`config.mk`:
```
export PLATFORM = sky130hd
export DESIGN_NAME = im_bootload
export DESIGN_NICKNAME = d
export VERILOG_FILES = /design/src/rtl/im_pkg.sv /design/src/rtl/im_bootload_ram.sv /design/src/rtl/im_bootload.sv
export SDC_FILE = /design/constraint.sdc
export NUM_CORES = 2
export LEC_CHECK = 0
export BUFFER_PORTS_ARGS = -buffer_cell sky130_fd_sc_hd__buf_4
export CORE_MARGIN = 4
export CORE_UTILIZATION = 45
export DETAILED_ROUTE_END_ITERATION = 16
export PLACE_DENSITY_LB_ADDON = 0.25
export SETUP_SLACK_MARGIN = 0.15
export SLEW_MARGIN = 20
export SYNTH_ARGS = -nofsm -noshare
export SYNTH_HDL_FRONTEND = slang
export SYNTH_SLANG_ARGS = --single-unit
```
`constraint.sdc`:
```
create_clock -name clk -period 4 [get_ports clk]
set_clock_uncertainty 0.15 [all_clocks]
set_input_delay 1.2 -clock clk [delete_from_list [all_inputs] [get_ports clk]]
set_output_delay 1.2 -clock clk [all_outputs]
set_load 0.03 [all_outputs]
```
`src/rtl/im_pkg.sv`:
```
// Shared types and helpers for the boot-loadable instruction memory.
// Holds the boot FSM encoding, default widths, NOP encoding and parity helper.
package im_pkg;

    typedef enum logic [1:0] {
        ST_IDLE  = 2'd0,
        ST_LOAD  = 2'd1,
        ST_READY = 2'd2
    } im_state_e;

    localparam int DEF_ADDR_W = 8;
    localparam int DEF_INST_W = 16;

    localparam logic [15:0] NOP_ENC = 16'h0000;

    // Even parity: the stored bit makes the total count of ones even.
    // Zero-extension by the caller leaves the result unchanged.
    function automatic logic calc_parity(input logic [63:0] word);
        return ^word;
    endfunction

endpackage

```
`src/rtl/im_bootload_ram.sv`:
```
// Single-write, single-registered-read instruction array for im_bootload.
// With IM_PARITY_EN defined, a parity column is stored and checked on read.
module im_bootload_ram
    import im_pkg::*;
#(
    parameter int INST_W = DEF_INST_W,
    parameter int DEPTH  = 256,
    parameter int AW     = 8
) (
    input  logic              clk,
    input  logic              we,
    input  logic [AW-1:0]     waddr,
    input  logic [INST_W-1:0] wdata,
    input  logic              re,
    input  logic [AW-1:0]     raddr,
    output logic [INST_W-1:0] rdata,
    output logic              rd_par_err
);

    // No reset on the array or the read register so the tools can map both
    // onto a block RAM; the top masks rdata until a real fetch has happened.
    logic [INST_W-1:0] mem [DEPTH];

    always_ff @(posedge clk) begin
        if (we) begin
            mem[waddr] <= wdata;
        end
    end

    always_ff @(posedge clk) begin
        if (re) begin
            rdata <= mem[raddr];
        end
    end

`ifdef IM_PARITY_EN
    logic par_mem [DEPTH];

    always_ff @(posedge clk) begin
        if (we) begin
            par_mem[waddr] <= calc_parity(64'(wdata));
        end
    end

    always_ff @(posedge clk) begin
        if (re) begin
            rd_par_err <= (calc_parity(64'(mem[raddr])) != par_mem[raddr]);
        end
    end
`else
    assign rd_par_err = 1'b0;
`endif

endmodule

```
`src/rtl/im_bootload.sv`:
```
// Instruction memory loaded at run time over a valid/ready boot port.
// Optional per-word parity checking is enabled by defining IM_PARITY_EN.
module im_bootload
    import im_pkg::*;
#(
    parameter int                ADDR_W   = DEF_ADDR_W,
    parameter int                INST_W   = DEF_INST_W,
    parameter int                DEPTH    = 1 << ADDR_W,
    parameter logic [INST_W-1:0] NOP_WORD = INST_W'(NOP_ENC)
) (
    input  logic              clk,
    input  logic              rst_n,
    input  logic              load_start,
    input  logic              ld_valid,
    input  logic [INST_W-1:0] ld_data,
    input  logic              ld_last,
    output logic              ld_ready,
    output logic [ADDR_W:0]   ld_count,
    output logic              ld_err,
    output logic              boot_done,
    input  logic              fetch_en,
    input  logic [ADDR_W-1:0] pc_in,
    output logic [INST_W-1:0] inst,
    output logic              inst_valid,
    output logic              par_err
);

    localparam int              MEM_AW    = (DEPTH > 1) ? $clog2(DEPTH) : 1;
    localparam logic [MEM_AW-1:0] LAST_ADDR = MEM_AW'(DEPTH - 1);

    im_state_e         state, state_nxt;
    logic [MEM_AW-1:0] wptr;
    logic              handshake;
    logic              at_last_addr;
    logic              pc_in_range;
    logic              ram_re;
    logic              nop_sel;
    logic [INST_W-1:0] ram_rdata;
    logic              ram_par_err;

    assign handshake    = ld_valid & ld_ready;
    assign at_last_addr = (wptr == LAST_ADDR);
    assign pc_in_range  = ({1'b0, pc_in} < (ADDR_W + 1)'(DEPTH));
    assign ram_re       = (state == ST_READY) && fetch_en && pc_in_range;

    always_ff @(posedge clk or negedge rst_n) begin
        if (!rst_n) begin
            state <= ST_IDLE;
        end else begin
            state <= state_nxt;
        end
    end

    always_comb begin
        state_nxt = state;
        unique case (state)
            ST_IDLE:  if (load_start) state_nxt = ST_LOAD;
            ST_LOAD:  if (handshake && (ld_last || at_last_addr)) state_nxt = ST_READY;
            ST_READY: if (load_start) state_nxt = ST_LOAD;
            default:  state_nxt = ST_IDLE;
        endcase
    end

    always_comb begin
        ld_ready  = 1'b0;
        boot_done = 1'b0;
        unique case (state)
            ST_LOAD:  ld_ready  = 1'b1;
            ST_READY: boot_done = 1'b1;
            default:  ;
        endcase
    end

    // A full array without ld_last is an overflow; the FSM leaves LOAD on the same edge.
    always_ff @(posedge clk or negedge rst_n) begin
        if (!rst_n) begin
            wptr     <= '0;
            ld_count <= '0;
            ld_err   <= 1'b0;
        end else if (load_start && (state != ST_LOAD)) begin
            wptr     <= '0;
            ld_count <= '0;
            ld_err   <= 1'b0;
        end else if (handshake) begin
            wptr     <= wptr + 1'b1;
            ld_count <= ld_count + 1'b1;
            if (!ld_last && at_last_addr) begin
                ld_err <= 1'b1;
            end
        end
    end

    // nop_sel masks the unreset RAM output whenever no in-range fetch is held.
    always_ff @(posedge clk or negedge rst_n) begin
        if (!rst_n) begin
            nop_sel    <= 1'b1;
            inst_valid <= 1'b0;
        end else if (state != ST_READY) begin
            nop_sel    <= 1'b1;
            inst_valid <= 1'b0;
        end else if (fetch_en) begin
            nop_sel    <= !pc_in_range;
            inst_valid <= 1'b1;
        end
    end

    assign inst    = nop_sel ? NOP_WORD : ram_rdata;
    assign par_err = nop_sel ? 1'b0 : ram_par_err;

    im_bootload_ram #(
        .INST_W (INST_W),
        .DEPTH  (DEPTH),
        .AW     (MEM_AW)
    ) u_ram (
        .clk        (clk),
        .we         (handshake),
        .waddr      (wptr),
        .wdata      (ld_data),
        .re         (ram_re),
        .raddr      (pc_in[MEM_AW-1:0]),
        .rdata      (ram_rdata),
        .rd_par_err (ram_par_err)
    );

endmodule
```
==> metrics.md <==
| Metric | Value |
|---|---|
| CTS Sinks | 4134 |
| Top_reg_cell synth | edfxtp_1 |
| Ratio of final minimum period to clock period | 94.7% |
| Ys async rst share | 0.532% |
| 1st-pass router iterations | 5 |
| Startpoint Class | register |
| Multi-input gate area | 33400 µm² |
| Cell area power density | between 400 and 500 nW/µm² |
| Worst slew pin tran | 1220 ps |
| Core Rows | about 220 |
| Clock-pin slew on the worst setup and hold paths | 60 ps |
| I/O pin count | 60 |
| Yosys warns | 0 |
| Maxcap violations | 0 |
| Max Fclk | about 260 MHz |
| Worst vdd ir | 423 µV |
| Crit path kind | reg -> out |
| Post-Layout Inst Area | roughly 190000 µm² |
| Status | finished clean |
| Syn_nets | 7519 |
| Fin. Hold Viols | 0 |
| Clock buffer depth | 4 |
| Leading cell types in the layout, fill and taps excluded | 4112 x edfxtp_1, 782 x buf_4, 709 x mux4_2 |
| Die height | 605 µm |
| DRC | 0 |
| Final min period | 3790 ps |
| Slowest stage cell on the critical path | nor2b_1 |
| Hold EP | nop_sel |
| Horiz. Die Dim | 605 µm |
| Number of flops mapped to enable cells by yosys | 4112 |
| Post-DP HPWL | approximately 260000 µm |
| Count of final max-slew check failures | 0 |
| CP required | 2650 ps |
| Grt total ovfl | 0 |
| Relative slew slack | 18.3% |
| Placer Congestion | approximately 0.85 |
| Post-DP Area | approximately 170000 µm² |
| Crit end category | primary output |
| # setup viols final | 0 |
| Mapped cell area | 160000 µm² |
| CTS tree | built |
| CP top delay family | simple AND/OR/NAND/NOR gates |
| H-tree level count | 5 |
| RR Startpoint | state[0] |
| Hold Buf Count CTS | 1 |
| WL/cell | 31.0 µm |
| Critical path buffer and inverter count | 1 |
| Worst R2R Setup Slack | between 400 and 500 ps |
| Unrepaired setup endpoints after global routing | false |
| Sequential fraction of the synthesis area | 77.4% |
| Inserted Clock Buffers | between 400 and 500 |
| Ratio of cells with drive above 1 in the final layout | between 20% and 30% |
| # nets final | approximately 8400 |
| Min-delay src | fetch_en |
| Worst reg-to-reg path cell count | 6 |
| Hold Path Stages | 2 |
| Root Buffer | clkbuf_16 |
| Reg area | 124000 µm² |
| Synthesis-to-finish area growth | 15.7% |
| Via/cell ratio | 6.04 |
| Worst R2R End | u_ram.mem[115][2] |
| Post_cts resized | 0 |
| Yosys cell types | 50 |
| # fillers | 27300 |
| Worst hold margin | 246 ps |
| Most common cell after layout, fill and taps aside | edfxtp_1 |
| Initial Utilization | 45.3% |
| Mapped Cells | 7484 |
| Leakage | about 60 nW |
| # port buffers | a little under 60 |
| Clock latency on the worst-skew pair | 1000 ps |
| Syn Area/Cell | 21.4 µm² |
| Core area | 354000 µm² |
| Crit Path Max Fanout | 17 |
| Critical Path AT | 2440 ps |
| Crit path largest cell delay | 690 ps |
| Drt total wl | roughly 420000 µm |
| Hold Path Class | in -> reg |
| Total Routing Usage GR | a little under a quarter |
| Initial DRC Count | about 10000 |
| Post-CTS Setup Repair Bufs | 0 |
| Vias in the first global route | 81300 |
| First-pass GRT wire length | 597000 µm |
| Final ANT Viol Nets | 0 |
| Largest net degree at the start of global routing | 109 |
| Initial antenna violation count | 17 |
| Seq cells post-synth | about 4100 |
| Full die area | 366000 µm² |
| CP cell instances | nor2b_1 > buf_4 |
| Vias | 81400 |
## worst max path at each step
stage | startpoint | endpoint | slack [ps] | cells past startpoint
6_report | nop_sel | inst[12] | 210 | 2
5_1_grt | nop_sel | inst[12] | 160 | 2
4_1_cts | nop_sel | inst[12] | 260 | 2
3_5_place_dp | pc_in[1] | u_ram.rdata[14] | -780 | 11
3_3_place_gp | pc_in[1] | u_ram.rdata[14] | -810 | 11
2_1_floorplan | pc_in[0] | u_ram.rdata[10] | 440 | 8
## report_power, final
group | switching (mW) | leakage (nW) | internal, mW | total [mW]
clock | 16.2 | 6.30 | 21.0 | 37.2
sequential | 0.0748 | 37.2 | 47.8 | 47.8
combinational | 3.30 | 16.6 | 1.95 | 5.25
total | 19.5 | 60.2 | 70.7 | 90.3
## through the flow
step | cells | power [mW] | setup TNS, ps | util [%] | setup WS (ps)
2_1_floorplan | 7484 | 51.3 | 0 | - | 436
3_3_place_gp | 12700 | 53.9 | -6290 | 48.7 | -813
3_5_place_dp | 12700 | 54.0 | -6540 | 48.7 | -778
4_1_cts | 13500 | 91.0 | 0 | 52.4 | 259
5_1_grt | 13500 | 93.1 | 0 | 52.4 | 162
6_report | 13500 | 90.3 | 0 | 52.4 | 211
## cells in the mapped netlist, types with 26 or more instances
library cell	count	area [µm²]
buf_4	37	278
clkbuf_1	201	754
nand3_1	26	130
edfxtp_1	4112	123000
a22o_1	34	298
nor4_1	29	181
nor3_1	93	465
o221ai_1	320	2800
o22ai_1	146	913
o21ai_0	60	300
mux4_1	59	1550
buf_2	79	395
mux4_2	709	16000
a21oi_1	192	961
nand2_1	74	278
mux2_2	64	721
mux2i_1	640	6410
nor2_1	292	1100
buf_6	68	766
## registers in the layout (all words and copies together) (netlist names)
signal	cells
u_ram.mem	4096
state	2
ld_err	1
ld_count	9
nop_sel	1
inst_valid	1
wptr	8
u_ram.rdata	16
## cell families after synthesis
kind of cell	Yosys count	synth area share [%]
DFF	4134	77.4
muxes	1472	15.4
AOI/OAI and AO/OA	817	3.62
and+or+nand+nor	581	1.61
buffers and inverters	465	1.92
xor gates and xnor gates	9	0.0492
adders and majority gates	5	0.0390
other	1	0.00234
## routing by layer
| layer | GRT usage [%] | up-vias | wire length, µm |
|---|---|---|---|
| met2 | 34.6 | 3787 | 194000 |
| met3 | 3.86 | 632 | 36000 |
| met1 | 33.0 | 43300 | 173000 |
| met5 | 0 | - | 7 |
| met4 | 7.32 | 2 | 14600 |
| li1 | - | 33600 | - |
## area by class of cell
class | count | area share, %
sequential | 4134 | 66.9
multi-input combinational | 2885 | 18.0
clock buffer | 517 | 5.87
timing repair buffer | 948 | 4.90
tap | 4730 | 3.19
clock inverter | 236 | 1.11
inverter | 9 | 0.0236
antenna | 7 | 0.00945
Power figures use the tool's default switching activity.
